--- src/rtl/gcd_sweep_pkg.sv ---
// Shared definitions for the GCD sweep driver: state encoding, counter width
// and the saturating counter helper.
package gcd_sweep_pkg;

    localparam int CNT_W = 16;

    localparam logic [2:0] ST_IDLE      = 3'd0;
    localparam logic [2:0] ST_LOAD      = 3'd1;
    localparam logic [2:0] ST_START     = 3'd2;
    localparam logic [2:0] ST_WAIT_SUB  = 3'd3;
    localparam logic [2:0] ST_WAIT_DONE = 3'd4;
    localparam logic [2:0] ST_ACK       = 3'd5;
    localparam logic [2:0] ST_NEXT      = 3'd6;
    localparam logic [2:0] ST_FIN       = 3'd7;

    typedef enum logic [2:0] {
        S_IDLE      = ST_IDLE,
        S_LOAD      = ST_LOAD,
        S_START     = ST_START,
        S_WAIT_SUB  = ST_WAIT_SUB,
        S_WAIT_DONE = ST_WAIT_DONE,
        S_ACK       = ST_ACK,
        S_NEXT      = ST_NEXT,
        S_FIN       = ST_FIN
    } state_e;

    // Increment that sticks at all-ones instead of wrapping.
    function automatic logic [CNT_W-1:0] sat_inc(input logic [CNT_W-1:0] v);
        return (v == {CNT_W{1'b1}}) ? v : v + {{(CNT_W-1){1'b0}}, 1'b1};
    endfunction

endpackage

--- src/rtl/gcd_sweep_driver_if.sv ---
// Handshake and operand bus between the sweep driver (master) and a GCD core (slave).
interface gcd_sweep_driver_if;
    logic       Start;
    logic       Ack;
    logic [7:0] Ain;
    logic [7:0] Bin;
    logic       q_Sub;
    logic       q_Done;
    logic [7:0] AB_GCD;

    modport master (output Start, Ack, Ain, Bin, input q_Sub, q_Done, AB_GCD);
    modport slave  (input Start, Ack, Ain, Bin, output q_Sub, q_Done, AB_GCD);
endinterface

--- src/rtl/gcd_sweep_driver_op_stepper.sv ---
// Operand pair registers for the sweep: loads both operands with the low bound
// and walks Bin fastest, then Ain, comparing before incrementing so 255 never wraps.
module gcd_op_stepper (
    input  logic       clk,
    input  logic       rst_n,
    input  logic       cen,
    input  logic       load,
    input  logic       step,
    input  logic [7:0] load_val,
    input  logic [7:0] lo,
    input  logic [7:0] hi,
    output logic [7:0] ain,
    output logic [7:0] bin,
    output logic       last_pair
);
    logic [7:0] ain_d, ain_q;
    logic [7:0] bin_d, bin_q;

    // Next operand pair selection
    always_comb begin
        ain_d = ain_q;
        bin_d = bin_q;
        if (load) begin
            ain_d = load_val;
            bin_d = load_val;
        end else if (step) begin
            if (bin_q < hi) begin
                bin_d = bin_q + 8'd1;
            end else if (ain_q < hi) begin
                ain_d = ain_q + 8'd1;
                bin_d = lo;
            end else begin
                ain_d = ain_q;
                bin_d = bin_q;
            end
        end else begin
            ain_d = ain_q;
            bin_d = bin_q;
        end
    end

    // Operand registers
    always_ff @(posedge clk or negedge rst_n) begin
        if (!rst_n) begin
            ain_q <= 8'h00;
            bin_q <= 8'h00;
        end else if (cen) begin
            ain_q <= ain_d;
            bin_q <= bin_d;
        end
    end

    assign ain       = ain_q;
    assign bin       = bin_q;
    assign last_pair = (bin_q >= hi) && (ain_q >= hi);
endmodule

--- src/rtl/gcd_sweep_driver.sv ---
// Sweeps every (Ain, Bin) pair in [Lo, Hi] x [Lo, Hi] through an external GCD
// core, recording each result with its WAIT_DONE cycle count.
module gcd_sweep_driver
    import gcd_sweep_pkg::*;
#(
    parameter int TIMEOUT = 1023
) (
    input  logic             Clk,
    input  logic             Reset,
    input  logic             CEN,
    input  logic             Go,
    input  logic [7:0]       Lo,
    input  logic [7:0]       Hi,
    gcd_sweep_driver_if.master core,
    output logic             Res_Valid,
    output logic [7:0]       Res_A,
    output logic [7:0]       Res_B,
    output logic [7:0]       Res_GCD,
    output logic [CNT_W-1:0] Res_Clocks,
    output logic             Busy,
    output logic             Sweep_Done,
    output logic             Err
);
    localparam logic [CNT_W-1:0] TMO_LIM = TIMEOUT[CNT_W-1:0];

    state_e           state_d, state_q;
    logic [7:0]       lo_d, lo_q, hi_d, hi_q;
    logic [CNT_W-1:0] cnt_d, cnt_q, tmo_d, tmo_q;
    logic [7:0]       res_a_d, res_a_q, res_b_d, res_b_q, res_gcd_d, res_gcd_q;
    logic [CNT_W-1:0] res_clk_d, res_clk_q;
    logic             sweep_done_d, sweep_done_q, err_d, err_q;
    logic             start_q, ack_q, res_valid_q, busy_q;
    logic             load_s, step_s, last_s;
    logic [7:0]       ain_s, bin_s;

    gcd_op_stepper u_stepper (
        .clk       (Clk),
        .rst_n     (Reset),
        .cen       (CEN),
        .load      (load_s),
        .step      (step_s),
        .load_val  (Lo),
        .lo        (lo_q),
        .hi        (hi_q),
        .ain       (ain_s),
        .bin       (bin_s),
        .last_pair (last_s)
    );

    // Sweep sequencing, cycle/timeout counting and result capture
    always_comb begin
        state_d      = state_q;
        lo_d         = lo_q;
        hi_d         = hi_q;
        cnt_d        = cnt_q;
        tmo_d        = tmo_q;
        res_a_d      = res_a_q;
        res_b_d      = res_b_q;
        res_gcd_d    = res_gcd_q;
        res_clk_d    = res_clk_q;
        sweep_done_d = sweep_done_q;
        err_d        = err_q;
        load_s       = 1'b0;
        step_s       = 1'b0;
        case (state_q)
            S_IDLE: begin
                if (Go) begin
                    lo_d         = Lo;
                    hi_d         = Hi;
                    load_s       = 1'b1;
                    sweep_done_d = 1'b0;
                    err_d        = 1'b0;
                    state_d      = (Lo > Hi) ? S_FIN : S_LOAD;
                end else begin
                    state_d = S_IDLE;
                end
            end
            S_LOAD:  state_d = S_START;
            S_START: begin
                tmo_d   = {CNT_W{1'b0}};
                state_d = S_WAIT_SUB;
            end
            S_WAIT_SUB: begin
                cnt_d = {CNT_W{1'b0}};
                tmo_d = sat_inc(tmo_q);
                if (core.q_Sub) begin
                    state_d = S_WAIT_DONE;
                end else if (tmo_q >= TMO_LIM) begin
                    err_d   = 1'b1;
                    state_d = S_FIN;
                end else begin
                    state_d = S_WAIT_SUB;
                end
            end
            S_WAIT_DONE: begin
                cnt_d = sat_inc(cnt_q);
                tmo_d = sat_inc(tmo_q);
                if (core.q_Done) begin
                    res_a_d   = ain_s;
                    res_b_d   = bin_s;
                    res_gcd_d = core.AB_GCD;
                    res_clk_d = sat_inc(cnt_q);
                    state_d   = S_ACK;
                end else if (tmo_q >= TMO_LIM) begin
                    err_d   = 1'b1;
                    state_d = S_FIN;
                end else begin
                    state_d = S_WAIT_DONE;
                end
            end
            S_ACK:  state_d = S_NEXT;
            S_NEXT: begin
                if (last_s) begin
                    state_d = S_FIN;
                end else begin
                    step_s  = 1'b1;
                    state_d = S_LOAD;
                end
            end
            S_FIN:   state_d = S_IDLE;
            default: state_d = S_IDLE;
        endcase
        if (state_d == S_FIN) begin
            sweep_done_d = 1'b1;
        end else begin
            sweep_done_d = sweep_done_d;
        end
    end

    // State, record and registered-output flops; everything freezes while CEN=0
    always_ff @(posedge Clk or negedge Reset) begin
        if (!Reset) begin
            state_q      <= S_IDLE;
            lo_q         <= 8'h00;
            hi_q         <= 8'h00;
            cnt_q        <= {CNT_W{1'b0}};
            tmo_q        <= {CNT_W{1'b0}};
            res_a_q      <= 8'h00;
            res_b_q      <= 8'h00;
            res_gcd_q    <= 8'h00;
            res_clk_q    <= {CNT_W{1'b0}};
            sweep_done_q <= 1'b0;
            err_q        <= 1'b0;
            start_q      <= 1'b0;
            ack_q        <= 1'b0;
            res_valid_q  <= 1'b0;
            busy_q       <= 1'b0;
        end else if (CEN) begin
            state_q      <= state_d;
            lo_q         <= lo_d;
            hi_q         <= hi_d;
            cnt_q        <= cnt_d;
            tmo_q        <= tmo_d;
            res_a_q      <= res_a_d;
            res_b_q      <= res_b_d;
            res_gcd_q    <= res_gcd_d;
            res_clk_q    <= res_clk_d;
            sweep_done_q <= sweep_done_d;
            err_q        <= err_d;
            start_q      <= (state_d == S_START);
            ack_q        <= (state_d == S_ACK);
            res_valid_q  <= (state_d == S_ACK);
            busy_q       <= (state_d != S_IDLE) && (state_d != S_FIN);
        end
    end

    assign core.Start = start_q;
    assign core.Ack   = ack_q;
    assign core.Ain   = ain_s;
    assign core.Bin   = bin_s;
    assign Res_Valid  = res_valid_q;
    assign Res_A      = res_a_q;
    assign Res_B      = res_b_q;
    assign Res_GCD    = res_gcd_q;
    assign Res_Clocks = res_clk_q;
    assign Busy       = busy_q;
    assign Sweep_Done = sweep_done_q;
    assign Err        = err_q;
endmodule

--- src/flat_wrapper.sv ---
// flat-port wrapper written by rule: the top's interface ports become plain ports
module gcd_sweep_driver_flat import gcd_sweep_pkg::*;
#(
    parameter int TIMEOUT = 1023
)
  (Clk, Reset, CEN, Go, Lo, Hi, Res_Valid, Res_A, Res_B, Res_GCD, Res_Clocks, Busy, Sweep_Done, Err, core_Start, core_Ack, core_Ain, core_Bin, core_q_Sub, core_q_Done, core_AB_GCD);
  gcd_sweep_driver_if core_i ();
  input  logic Clk;
  input  logic Reset;
  input  logic CEN;
  input  logic Go;
  input  logic [7:0] Lo;
  input  logic [7:0] Hi;
  output logic Res_Valid;
  output logic [7:0] Res_A;
  output logic [7:0] Res_B;
  output logic [7:0] Res_GCD;
  output logic [CNT_W-1:0] Res_Clocks;
  output logic Busy;
  output logic Sweep_Done;
  output logic Err;
  output wire logic [$bits(core_i.Start)-1:0] core_Start;
  output wire logic [$bits(core_i.Ack)-1:0] core_Ack;
  output wire logic [$bits(core_i.Ain)-1:0] core_Ain;
  output wire logic [$bits(core_i.Bin)-1:0] core_Bin;
  input wire logic [$bits(core_i.q_Sub)-1:0] core_q_Sub;
  input wire logic [$bits(core_i.q_Done)-1:0] core_q_Done;
  input wire logic [$bits(core_i.AB_GCD)-1:0] core_AB_GCD;
  assign core_Start = core_i.Start;
  assign core_Ack = core_i.Ack;
  assign core_Ain = core_i.Ain;
  assign core_Bin = core_i.Bin;
  assign core_i.q_Sub = core_q_Sub;
  assign core_i.q_Done = core_q_Done;
  assign core_i.AB_GCD = core_AB_GCD;
  gcd_sweep_driver #(.TIMEOUT(TIMEOUT)) u_core (.Clk(Clk), .Reset(Reset), .CEN(CEN), .Go(Go), .Lo(Lo), .Hi(Hi), .core(core_i), .Res_Valid(Res_Valid), .Res_A(Res_A), .Res_B(Res_B), .Res_GCD(Res_GCD), .Res_Clocks(Res_Clocks), .Busy(Busy), .Sweep_Done(Sweep_Done), .Err(Err));
endmodule
--- config.mk ---
export PLATFORM = sky130hd
export DESIGN_NAME = gcd_sweep_driver_flat
export DESIGN_NICKNAME = d
export VERILOG_FILES = /design/src/rtl/gcd_sweep_pkg.sv /design/src/rtl/gcd_sweep_driver_if.sv /design/src/rtl/gcd_sweep_driver_op_stepper.sv /design/src/rtl/gcd_sweep_driver.sv /design/src/flat_wrapper.sv
export SDC_FILE = /design/constraint.sdc
export NUM_CORES = 1
export LEC_CHECK = 0
export ABC_AREA = 0
export CAP_MARGIN = 10
export CORE_UTILIZATION = 33
export CTS_CLUSTER_DIAMETER = 40
export DETAILED_ROUTE_END_ITERATION = 10
export GPL_TIMING_DRIVEN = 0
export PLACE_DENSITY_LB_ADDON = 0.1
export SKIP_CTS_REPAIR_TIMING = 1
export SYNTH_ARGS = -nofsm -noshare
export SYNTH_HDL_FRONTEND = slang
export SYNTH_SLANG_ARGS = --single-unit
--- constraint.sdc ---
create_clock -name Clk -period 7.5 [get_ports Clk]
set_input_delay 0.75 -clock Clk [delete_from_list [all_inputs] [get_ports Clk]]
set_output_delay 0.75 -clock Clk [all_outputs]
set_load 0.01 [all_outputs]
# Word-level counts from Yosys, hierarchy flattened
# Cells that the tools add are included.
# classes
n_reduce_logical	21
n_eq_ne	18
magnitude_cmp	6
n_addsub	4
n_mux	31
# ops
op	n
8-bit two-way mux	8
16-bit case mux with 2 select lines	2
16-bit by 1-bit adder with 16-bit output, second input constant	2
16-bit equality test, second input constant	2
16-bit two-way mux	2
3-bit case mux with 8 select lines	1
3-bit equality test, second input constant	6
3-bit two-way mux	6
8-bit by 1-bit adder with 8-bit output, second input constant	2
16-bit by 10-bit >= comparator with 1-bit output, second input constant	1
8-bit >= comparator	2
8-bit less-than comparator	2
3-bit AND reduction	5
2-bit nonzero test	6
1-bit two-way mux	10
3-bit by 2-bit equality test with 1-bit output, second input constant	3
3-bit nonzero test	3
8-bit greater-than comparator	1
2-bit != test, second input constant	4
5-bit AND reduction	1
4-bit AND reduction	1
3-bit by 1-bit equality test with 1-bit output, second input constant	1
3-bit logical NOT	1
3-bit != test, second input constant	1
6 further kinds	7
# totals
register_bits	112
inputBits	30
out_inout_bits	62

# Depth between registers and ports, before layout
# depth
depth_word	7
ltp_mapped	10
depth_no_buf	9

# Hierarchy
# From an unflattened synthesis, not the netlist that was laid out.
# unflattened
cells_unflattened	640
hier_area_um2	6341.1
# modules_own_cells
module	area_each_um2	instances	cells_per_inst
gcd_sweep_driver	4737.0	1	458
gcd_op_stepper	1604.0	1	182

# Worst setup path after synthesis
# No wires, ideal clock.
# synth_path
path_kind	reg-to-reg
from	register u_core.u_stepper.ain_q[0] (netlist: u_core.u_stepper.ain[0])
to	register u_core.u_stepper.ain_q[5] (netlist: u_core.u_stepper.ain[5])
setup_time_ns	0.126
arrival_time_ns	2.619
setup_slack_ns	4.755
path_stages_with_launch	10
n_path_buf	0
period_less_slack_ns	2.745
path_cell_list	dfrtp_1 -> inv_1 -> ha_1 -> nand2b_1 -> a2111o_1 -> a311oi_2 -> a21oi_2 -> or2_4 -> or4_1 -> o311a_1
# synth_between
elab_chain_cells	6
elab_cells_between_ends	13
# synth_rtl
item	line_no	source
start: declaration	gcd_sweep_driver_op_stepper.sv:16	logic [7:0] ain_d, ain_q;
start signal: assignment	gcd_sweep_driver_op_stepper.sv:48	ain_q <= ain_d;
8-bit >= comparator	gcd_sweep_driver_op_stepper.sv:55	assign last_pair = (bin_q >= hi) && (ain_q >= hi);
1-bit logical AND	gcd_sweep_driver_op_stepper.sv:55	
1-bit two-way mux	gcd_sweep_driver.sv:113	if (last_s) begin
1-bit two-way mux	gcd_sweep_driver.sv:65	case (state_q)
2-bit nonzero test (no line)	--	
4-bit AND reduction (no line)	--	
# Several ways; a longest one is shown, not always the timed one. The select of a mux whose other input is x is not followed.
# A chain may end at the register's enable or synchronous reset.

# Final worst setup path
# layout_path
from	register u_core.u_stepper.ain_q[0] (netlist: u_core.u_stepper.ain[0])
to	register u_core.u_stepper.ain_q[7] (netlist: u_core.u_stepper.ain[7])
# Same word-level chain as after synthesis.

==> metrics.txt <==
predominant post-synthesis flop cell dfrtp_1; min-delay worst type input port to async pin; status finished clean; die footprint 18900 µm²; routability cong. 0.830; HPWL after DPL 12200 µm; area growth from synthesis to layout 25.2%; Hold Vio Cnt, Final 0; Slew @ Worst Pin 0.976 ns; crit end category flip-flop; synthesized area 6050 µm²; Finish-stage setup viols 0; sequential area share after synthesis 46.3%; Internal 0.00154 W; pwr dens 328 nW/µm²; Initial Utilization 33.7%; type of origin of the critical path flip-flop; DR vias 5141; number of synthesized flops with an enable pin 0; Clk network pwr share 19.8%; Seq cells post-synth 112; number of buffers created by CTS 9; worst flop-to-flop path endpoint u_core.u_stepper.ain[7]; CTS tree built; DR WL/cell 16.5 µm; first-pass detailed-route iteration total 6; CTS H-Tree Depth 3; clk_lat worst skew 0.36 ns; pins over their slew limit 0; WS Path Type flip-flop to flip-flop; Net Switching 0.000942 W; R2R depth 9; clk buf depth 2; sw frac 38.0%; start of the worst register-to-register path u_core.u_stepper.ain[0]; Max-slew headroom 34.7%; n_diodes 0; Tot Pwr 0.00248 W; GRT Resource Usage Total 18.6%; residual DRC count 0; via-per-instance ratio 5.19; fin crit share 40.0%; Top Ports 92; Root Driver clkbuf_16; total grt overflow 0; vias in the first global route 5044; area of the core 18000 µm²; Reg clk slew, reported paths 0.07 ns; synthesized area per cell 9.26 µm²; Req. time, crit path 7.74 ns; total length of routed wires 16300 µm; post-route ant nets 0; Leakage 3.33 nW; post-synth net total 711; Comb power frac 42.9%; register-to-register setup slack 4.50 ns; Layout Skew 0.00806 ns; IR drop worst, VDD 0.000175 V; Post-synth ARST share 100%; Sequential Power Share 37.3%; fill count 1751; Rows 49; Buffers on Ports 91; min cycle time layout 3.00 ns; Syn Inst Count 653; global-route wire length before repair 27000 µm; Synthesis Warnings 0; antenna violations before repair 0; share of post-route cells with drive strength above 1 7.49%; Max Fclk 333 MHz; Final #Nets 814; TNS Setup 0 ns; RSZ-0062 raised after global routing no; Yosys cell types 54; Initial DRC Count 269; Die X 137 µm; Die Ht 137 µm; CP Data Arrival Time 3.24 ns; Sink Count 112; max cap viols 0; Crit Path Max Fanout 8; largest net degree at the start of global routing 64
==> power by group through the flow <==
stage,logic [W],clock network (W),registers [W]
floorplan,0.000595,0,0.000940
global placement,0.00104,0,0.000932
detailed placement,0.00106,0,0.000937
CTS,0.00107,0.000510,0.000927
global route,0.00120,0.000531,0.000955
finish,0.00106,0.000491,0.000926
==> Yosys cell counts (5+ instances only) <==
master / instances / area, µm²
ha_1: 28 / 350
nand2b_1: 6 / 37.5
and3_1: 17 / 106
inv_1: 24 / 90.1
xor2_1: 13 / 114
dfrtp_1: 112 / 2800
clkbuf_1: 28 / 105
a21oi_1: 24 / 120
a211oi_1: 5 / 37.5
o21ai_0: 73 / 365
nand4_1: 8 / 50.1
mux2i_1: 7 / 70.1
nor3_1: 13 / 65.1
xnor2_1: 12 / 105
a31oi_1: 7 / 43.8
nand3_1: 28 / 140
a21o_1: 7 / 52.6
nand2_1: 98 / 368
nor2_1: 50 / 188
mux2_2: 29 / 327
nor3b_1: 5 / 37.5
o31ai_1: 8 / 60.1
==> layer usage <==
layer  wire, µm  GRT usage [%]  vias to the layer above  share of wire (%)
met3        871           4.64                       10                5.3
met1       8190           26.9                     2478                 50
met4        168           3.66                        0                1.0
met2       7120           28.0                      128                 44
met5          0              0                        -                  0
li1           -              -                     2525                  -
==> worst max-delay path, stage by stage (launching register included) <==
cell and delay [ns]:
dfrtp_1 0.49, inv_1 0.11, ha_1 0.29, nand2b_1 0.14
a2111o_1 0.49, a311oi_2 0.35, a21oi_2 0.09, nor2_1 0.36
nand4_1 0.25, mux2_2 0.33
==> flip-flops by register name, summed over array words and instances (netlist names) <==
| signal | count |
|---|---|
| u_core.state_q | 3 |
| u_core.Busy | 1 |
| u_core.Res_A | 8 |
| u_core.Res_B | 8 |
| u_core.Res_Clocks | 16 |
| u_core.u_stepper.bin | 8 |
| u_core.core.Ack | 1 |
| u_core.hi_q | 8 |
| u_core.tmo_q | 16 |
| u_core.u_stepper.ain | 8 |
| u_core.Sweep_Done | 1 |
| u_core.cnt_q | 16 |
| u_core.Err | 1 |
| u_core.Res_GCD | 8 |
| u_core.lo_q | 8 |
| u_core.core.Start | 1 |
==> kinds of logic (layout without fill, tap and decap cells) <==
kind of cell | count (synthesis) | after routing | share of synthesized area [%]
buf+inv | 54 | 162 | 3.43
xor+xnor | 25 | 25 | 3.62
compound gates | 154 | 154 | 15.6
flops | 112 | 112 | 46.3
mux | 36 | 36 | 6.56
fa+ha+maj | 28 | 28 | 5.79
simple gates | 244 | 244 | 18.7
==> worst max-delay path by stage <==
stage	startpoint	end	slack, ns	cells after the start
after floorplan	u_core.u_stepper.ain[0]	u_core.u_stepper.ain[5]	4.75	9
after global placement	Reset	u_core.lo_q[5]	1.16	1
after detailed placement	CEN	u_core.core.Ack	4.23	7
after CTS	u_core.u_stepper.ain[0]	u_core.u_stepper.ain[7]	4.54	9
after global routing	u_core.u_stepper.ain[0]	u_core.u_stepper.ain[7]	4.30	9
final	u_core.u_stepper.ain[0]	u_core.u_stepper.ain[7]	4.50	9
==> area by class of cell <==
cell class,count,area (µm²),share of cell area [%]
tap,229,287,3.78
inverter,24,90.1,1.19
timing repair buffer,92,940,12.4
clock inverter,6,68.8,0.909
sequential,112,2800,37.0
buffer,30,118,1.55
multi-input combinational,487,3040,40.1
clock buffer,10,229,3.02
==> layout by cell type (no fill, tap or decap), drive strengths merged, types with 5 or more instances in the layout <==
cell	Yosys	routed
o31ai	8	8
clkdlybuf4s50	0	90
a21o	8	8
dfrtp	112	112
and3	17	17
nand4	8	8
a21oi	25	25
nor2	50	50
ha	28	28
nor3b	5	5
nand3	28	28
clkbuf	28	38
a211oi	5	5
a31oi	8	8
xor2	13	13
nor3	13	13
mux2	29	29
o21ai	74	74
nand2	98	98
inv	24	25
xnor2	12	12
nand2b	6	6
mux2i	7	7
==> metrics by stage <==
step,util (%),setup slack [ns],instance area [µm²],hold WS (ns),cells
floorplan,-,4.75,6050,0.445,653
global placement,40.3,1.16,7250,0.462,973
detailed placement,40.5,4.23,7270,0.466,974
CTS,42.2,4.54,7570,0.350,990
global route,42.2,4.30,7570,0.359,990
finish,42.2,4.50,7570,0.338,990
No activity file was read; power rests on OpenSTA's default activity.
